[src/rtl/zebra_pkg.sv]
// Shared types and defaults for the zebra-crossing pixel pipeline.
// Holds the run-tracking FSM states and default threshold parameters.
// Also used by zebra_crossing_detector so both blocks agree on defaults.
package zebra_pkg;

  typedef enum logic {
    RUN_BLACK = 1'b0,
    RUN_WHITE = 1'b1
  } run_state_t;

  localparam int DEF_IMG_WIDTH       = 320;
  localparam int DEF_IMG_HEIGHT      = 240;
  localparam int DEF_PIX_W           = 8;
  localparam int DEF_WHITE_THRESHOLD = 180;
  localparam int DEF_MIN_RUN         = 8;
  localparam int DEF_MAX_RUN         = 64;
  localparam int DEF_MIN_STRIPES     = 3;
  localparam int DEF_MIN_ROWS        = 20;

  // Counter width able to index 0..n-1, never narrower than one bit.
  function automatic int cnt_width(input int n);
    return (n > 1) ? $clog2(n) : 1;
  endfunction

endpackage

[src/rtl/white_run_tracker.sv]
// Tracks horizontal white runs along a row and flags each run as it closes.
// Latency: run_closed/run_qualifies are combinational in the accepting cycle.
// Backpressure: state only advances when accept is high; stalls freeze it.
module white_run_tracker
  import zebra_pkg::*;
#(
  parameter int MIN_RUN = DEF_MIN_RUN,
  parameter int MAX_RUN = DEF_MAX_RUN
) (
  input  logic clk,
  input  logic rst_n,
  input  logic pix_white,
  input  logic accept,
  input  logic row_end,
  output logic run_closed,
  output logic run_qualifies
);

  // Run length saturates at MAX_RUN+1, which is enough to know "too long".
  localparam int LW = $clog2(MAX_RUN + 2);
  localparam logic [LW-1:0] LEN_ONE = LW'(1);
  localparam logic [LW-1:0] LEN_SAT = LW'(MAX_RUN + 1);
  localparam logic [LW-1:0] LEN_MIN = LW'(MIN_RUN);
  localparam logic [LW-1:0] LEN_MAX = LW'(MAX_RUN);

  run_state_t      state, state_nxt;
  logic [LW-1:0]   run_len, len_nxt, close_len;

  // Next-state and run-close decision for the pixel being accepted.
  always_comb begin
    state_nxt  = state;
    len_nxt    = run_len;
    close_len  = run_len;
    run_closed = 1'b0;
    if (accept) begin
      if (pix_white) begin
        if (state == RUN_BLACK) begin
          close_len = LEN_ONE;
        end else if (run_len == LEN_SAT) begin
          close_len = LEN_SAT;
        end else begin
          close_len = run_len + LEN_ONE;
        end
        // A white pixel on the row's last column closes the run it extends.
        if (row_end) begin
          run_closed = 1'b1;
          state_nxt  = RUN_BLACK;
          len_nxt    = '0;
        end else begin
          state_nxt  = RUN_WHITE;
          len_nxt    = close_len;
        end
      end else begin
        run_closed = (state == RUN_WHITE);
        state_nxt  = RUN_BLACK;
        len_nxt    = '0;
      end
    end
    run_qualifies = run_closed && (close_len >= LEN_MIN) && (close_len <= LEN_MAX);
  end

  // Run state register.
  always_ff @(posedge clk or negedge rst_n) begin
    if (!rst_n) begin
      state   <= RUN_BLACK;
      run_len <= '0;
    end else begin
      state   <= state_nxt;
      run_len <= len_nxt;
    end
  end

endmodule

[src/rtl/zebra_stripe_classifier.sv]
// Pass-through pixel stage that classifies each frame as a zebra crossing.
// Latency: 1 cycle pixel pass-through; frame results 1 cycle after last pixel.
// Backpressure: x_ready = y_ready | ~y_valid; stalls freeze all run/row state.
module zebra_stripe_classifier
  import zebra_pkg::*;
#(
  parameter int              IMG_WIDTH       = DEF_IMG_WIDTH,
  parameter int              IMG_HEIGHT      = DEF_IMG_HEIGHT,
  parameter int              W               = DEF_PIX_W,
  parameter logic [W-1:0]    WHITE_THRESHOLD = W'(DEF_WHITE_THRESHOLD),
  parameter int              MIN_RUN         = DEF_MIN_RUN,
  parameter int              MAX_RUN         = DEF_MAX_RUN,
  parameter int              MIN_STRIPES     = DEF_MIN_STRIPES,
  parameter int              MIN_ROWS        = DEF_MIN_ROWS
) (
  input  logic                              clk,
  input  logic                              rst_n,
  input  logic                              x_valid,
  output logic                              x_ready,
  input  logic [W-1:0]                      x_data,
  output logic                              y_valid,
  input  logic                              y_ready,
  output logic [W-1:0]                      y_data,
  output logic [$clog2(IMG_HEIGHT+1)-1:0]   stripe_rows,
  output logic [7:0]                        max_runs,
  output logic                              zebra_detected,
  output logic                              detection_valid
);

  localparam int XW = cnt_width(IMG_WIDTH);
  localparam int YW = cnt_width(IMG_HEIGHT);
  localparam int RW = $clog2(IMG_HEIGHT + 1);
  localparam logic [XW-1:0] X_LAST = XW'(IMG_WIDTH - 1);
  localparam logic [YW-1:0] Y_LAST = YW'(IMG_HEIGHT - 1);

  logic [XW-1:0] x_pos;
  logic [YW-1:0] y_pos;
  logic [7:0]    row_runs, max_acc, eff_count, max_eff;
  logic [RW-1:0] rows_acc, rows_eff;
  logic          accept, row_end, frame_end, row_ok;
  logic          run_closed, run_qualifies;

  assign x_ready   = y_ready | ~y_valid;
  assign accept    = x_valid && x_ready;
  assign row_end   = (x_pos == X_LAST);
  assign frame_end = accept && row_end && (y_pos == Y_LAST);

  white_run_tracker #(
    .MIN_RUN (MIN_RUN),
    .MAX_RUN (MAX_RUN)
  ) u_tracker (
    .clk           (clk),
    .rst_n         (rst_n),
    .pix_white     (x_data >= WHITE_THRESHOLD),
    .accept        (accept),
    .row_end       (row_end),
    .run_closed    (run_closed),
    .run_qualifies (run_qualifies)
  );

  // Effective row/frame figures include a run closing on the current pixel.
  always_comb begin
    eff_count = row_runs;
    if (run_qualifies && (row_runs != 8'hFF)) begin
      eff_count = row_runs + 8'd1;
    end
    row_ok   = (int'(eff_count) >= MIN_STRIPES);
    rows_eff = row_ok ? rows_acc + RW'(1) : rows_acc;
    max_eff  = (eff_count > max_acc) ? eff_count : max_acc;
  end

  // One-deep pass-through register.
  always_ff @(posedge clk or negedge rst_n) begin
    if (!rst_n) begin
      y_valid <= 1'b0;
      y_data  <= '0;
    end else if (accept) begin
      y_valid <= 1'b1;
      y_data  <= x_data;
    end else if (y_ready) begin
      y_valid <= 1'b0;
    end
  end

  // Raster position, advanced only by accepted pixels.
  always_ff @(posedge clk or negedge rst_n) begin
    if (!rst_n) begin
      x_pos <= '0;
      y_pos <= '0;
    end else if (accept) begin
      if (row_end) begin
        x_pos <= '0;
        y_pos <= (y_pos == Y_LAST) ? '0 : y_pos + YW'(1);
      end else begin
        x_pos <= x_pos + XW'(1);
      end
    end
  end

  // Per-row stripe count and per-frame accumulators; cleared at their boundaries.
  always_ff @(posedge clk or negedge rst_n) begin
    if (!rst_n) begin
      row_runs <= '0;
      rows_acc <= '0;
      max_acc  <= '0;
    end else if (accept) begin
      if (row_end) begin
        row_runs <= '0;
        if (frame_end) begin
          rows_acc <= '0;
          max_acc  <= '0;
        end else begin
          rows_acc <= rows_eff;
          max_acc  <= max_eff;
        end
      end else begin
        row_runs <= eff_count;
      end
    end
  end

  // Frame results, loaded and announced on the edge after the last pixel.
  always_ff @(posedge clk or negedge rst_n) begin
    if (!rst_n) begin
      stripe_rows     <= '0;
      max_runs        <= '0;
      zebra_detected  <= 1'b0;
      detection_valid <= 1'b0;
    end else begin
      detection_valid <= frame_end;
      if (frame_end) begin
        stripe_rows    <= rows_eff;
        max_runs       <= max_eff;
        zebra_detected <= (int'(rows_eff) >= MIN_ROWS);
      end
    end
  end

endmodule

[config.mk]
export PLATFORM = sky130hd
export DESIGN_NAME = zebra_stripe_classifier
export DESIGN_NICKNAME = d
export VERILOG_FILES = /design/src/rtl/zebra_pkg.sv /design/src/rtl/white_run_tracker.sv /design/src/rtl/zebra_stripe_classifier.sv
export SDC_FILE = /design/constraint.sdc
export NUM_CORES = 1
export LEC_CHECK = 0
export CAP_MARGIN = 40
export CORE_MARGIN = 1.5
export CORE_UTILIZATION = 55
export DETAILED_ROUTE_END_ITERATION = 8
export PLACE_DENSITY_LB_ADDON = 0.15
export SKIP_LAST_GASP = 1
export SYNTH_ARGS = -nofsm -noshare
export SYNTH_HDL_FRONTEND = slang
export SYNTH_SLANG_ARGS = --single-unit
export TNS_END_PERCENT = 30
[constraint.sdc]
create_clock -name clk -period 8.7 [get_ports clk]
set_clock_uncertainty 0.2 [all_clocks]
set_input_delay 2.61 -clock clk [delete_from_list [all_inputs] [get_ports clk]]
set_output_delay 2.61 -clock clk [all_outputs]
set_load 0.03 [all_outputs]
==> results.cfg <==
[status]
status = finished clean

[grt]
grt-ovfl-total = 0
grt_pass1_vias = 3340
track_usage = 0.236
grt_pass1_wl_mm = 15.7
antenna_found_initial = 0
grt_max_degree = 52

[synthesis]
syn_avg_cell_area_um2 = 9.43
synth-async-reset-ratio = 1.00
synth_compound_area_frac = 0.175
ys_seq_elements = 76
yosysSeqAreaShare = 0.444
yosysWarnings = 0
synth_nets = 479
synth_cells = 454
synthSimpleGateAreaFrac = 0.216
synth_mux_area_frac = 0.0310
synth_edf_count = 0
synth_top_family_by_area = simple AND/OR/NAND/NOR gates
synth-xor-area-share = 0.0605
synth-adder-area-share = 0.0380
synth_cell_types = 66
synth_top_flop_cell = dfrtp_1
syn_area_mm2 = 0.00428

[timing]
tightest_slew_ns = 0.889
relSlewSlack = 0.408
slew_viol_final = 0
worst_hold_slack_ns = 0.279
setup_viol = 0
rsz0062_at_grt = no
hold_violations = 0
fmax_ghz = 0.137
fin_tns_setup_ns = 0
fin_crit_ns = 7.29
period_share = 0.838

[clock_tree]
ctsResizeCount = 0
htreeDepth = 3
cts_setup_buffers = 0
cts_buffers = 9
cts_sinks = 76
clockBufferDepth = 2
clk_latency_ns = 0.35
ctsHoldBuffers = 0
cts_tree = yes
root_buffer = clkbuf_8
cts.clk_slew.worst_paths_ns = 0.08

[worst_setup_path]
path_class = in2reg
worst-path-max-fanout = 10
arrival_ns = 7.38
critPathLaunchType = input port
r2r_slack_ns = 3.45
worstPathRequired_ns = 8.79
endpoint_kind = register
ff2ff_path_depth = 20

[floorplanning]
io_pins = 40
die_y_um = 91.2
core-area_mm2 = 0.00741
die_w_um = 91.2
num_rows = 31
dieArea_mm2 = 0.00832
start_util = 0.578

[routing]
wl_met1_mm = 4.32
first_iter_violations = 83
dr_wl_met2_mm = 4.17
wire_per_inst_um = 15.2
ant_nets = 0
vias_per_cell = 5.79
vias = 3417
drt_wl_total_mm = 8.96
first_pass_iters = 4
drc = 0
highest_layer = met4
wl_met3_um = 358

[layout]
multiInputGateArea_mm2 = 0.00223
fin_area_mm2 = 0.00492
n_antenna_cell = 0
final_nets = 512
nFillCells = 604
seqCellArea_mm2 = 0.00190
layout-drive-gt1-share = 0.0754
syn_to_final_growth_pct = 14.9

[place]
gp_congestion = 0.943
dp_hpwl_mm = 6.36
placed_cell_area_mm2 = 0.00474
numPortBuffers = 39

[min_path]
hold_class = reg2reg
hold_depth = 2

[pwr]
power-per-cell-area_mw_per_mm2 = 153
ir_drop_mv = 0.107
p_total_uw = 752
p_leak_nw = 2.12

[job]
cap_violations = 0
## metrics by stage
stage	worst slack, ns	cells	utilization
after CTS	1.43	590	0.664
after floorplan	1.75	454	-
after global placement	1.31	574	0.636
after detailed placement	1.09	575	0.640
after global routing	0.949	590	0.664
final	1.41	590	0.664
## per-layer routing
layer	global-route usage	vias to the layer above
met1	0.327	1656
met4	0.0820	0
li1	-	1680
met5	0	-
met3	0.0528	12
met2	0.364	69
## state kept, by name, summed over array words and instances (netlist names)
signal / flops
max_runs: 8
rows_acc: 8
detection_valid: 1
zebra_detected: 1
max_acc: 8
u_tracker.state: 1
x_pos: 9
y_data: 8
y_pos: 8
y_valid: 1
stripe_rows: 8
u_tracker.run_len: 7
row_runs: 8
## worst max-delay path: stages
cell and delay (ns):
clkdlybuf4s50_1 0.42, o211a_1 0.26, o2111ai_1 0.41, a211oi_1 0.14
nor4b_1 0.47, or3_4 0.25, and3_4 0.26, mux2_2 0.39
ha_1 0.30, nor2b_1 0.14, o21a_1 0.15, o21ai_0 0.15
nand2b_1 0.08, a41oi_1 0.25, a22oi_1 0.10, o21ai_1 0.18
a221oi_2 0.08, buf_4 0.20, o21ai_2 0.34, a22o_1 0.19
## Yosys cell counts (4+ instances only)
library cell	number	area (µm²)
nand2_1	86	323
dfrtp_1	76	1900
o21ai_0	40	200
nor2_1	24	90.1
clkbuf_1	16	60.1
xnor2_1	16	140
a22o_1	15	131
ha_1	13	163
inv_1	13	48.8
nand3_1	12	60.1
mux2i_1	11	110
xor2_1	11	96.3
nand4_1	10	62.6
and3_1	8	50.1
nand2b_1	7	43.8
a21oi_1	6	30.0
o21ai_1	6	30.0
or3_1	6	37.5
nor3_1	5	25.0
nor2b_1	4	25.0
## report_power, final
| group | total (mW) | switching, mW | internal (mW) | leakage, nW |
|---|---|---|---|---|
| Combinational | 0.104 | 0.0609 | 0.0432 | 1.00 |
| Sequential | 0.389 | 0.0175 | 0.372 | 1.03 |
| Clock | 0.259 | 0.129 | 0.130 | 0.0959 |
## cell families (layout without fill, tap and decap cells)
logic type               Yosys count  count (layout)
flip-flops                        76              76
AO/OA/AOI/OAI                    106             106
AND/OR/NAND/NOR                  184             184
adder cells (fa/ha/maj)           13              13
XOR/XNOR                          28              28
buffers and inverters             34              71
multiplexers                      13              13
## layout by cell type, fill, tap and decap left out, types with 12 or more instances in the layout
master / n
nand3_1: 12
nor2_1: 24
ha_1: 13
clkdlybuf4s50_1: 38
dfrtp_1: 76
xnor2_1: 16
a22o_1: 15
inv_1: 13
o21ai_0: 40
nand2_1: 86
## path summary, 6_finish.rpt
path	start	end
max reg2reg	u_tracker.run_len[0]	max_acc[6]
min reg2reg	y_data[7]	y_data[7]
max in group asynchronous	rst_n	max_acc[6]
max	x_data[3]	max_acc[6]
min	y_data[7]	y_data[7]
min in group asynchronous	rst_n	x_pos[7]
## area by class of cell
class                           instances  area share
Sequential cell                        76       0.387
Clock buffer                           10      0.0259
Multi-Input combinational cell        344       0.452
Inverter                               13     0.00992
Timing Repair Buffer                   43      0.0890
Tap cell                               99      0.0252
Clock inverter                          5      0.0109
Note: power is estimated with default switching activity, not from simulation.
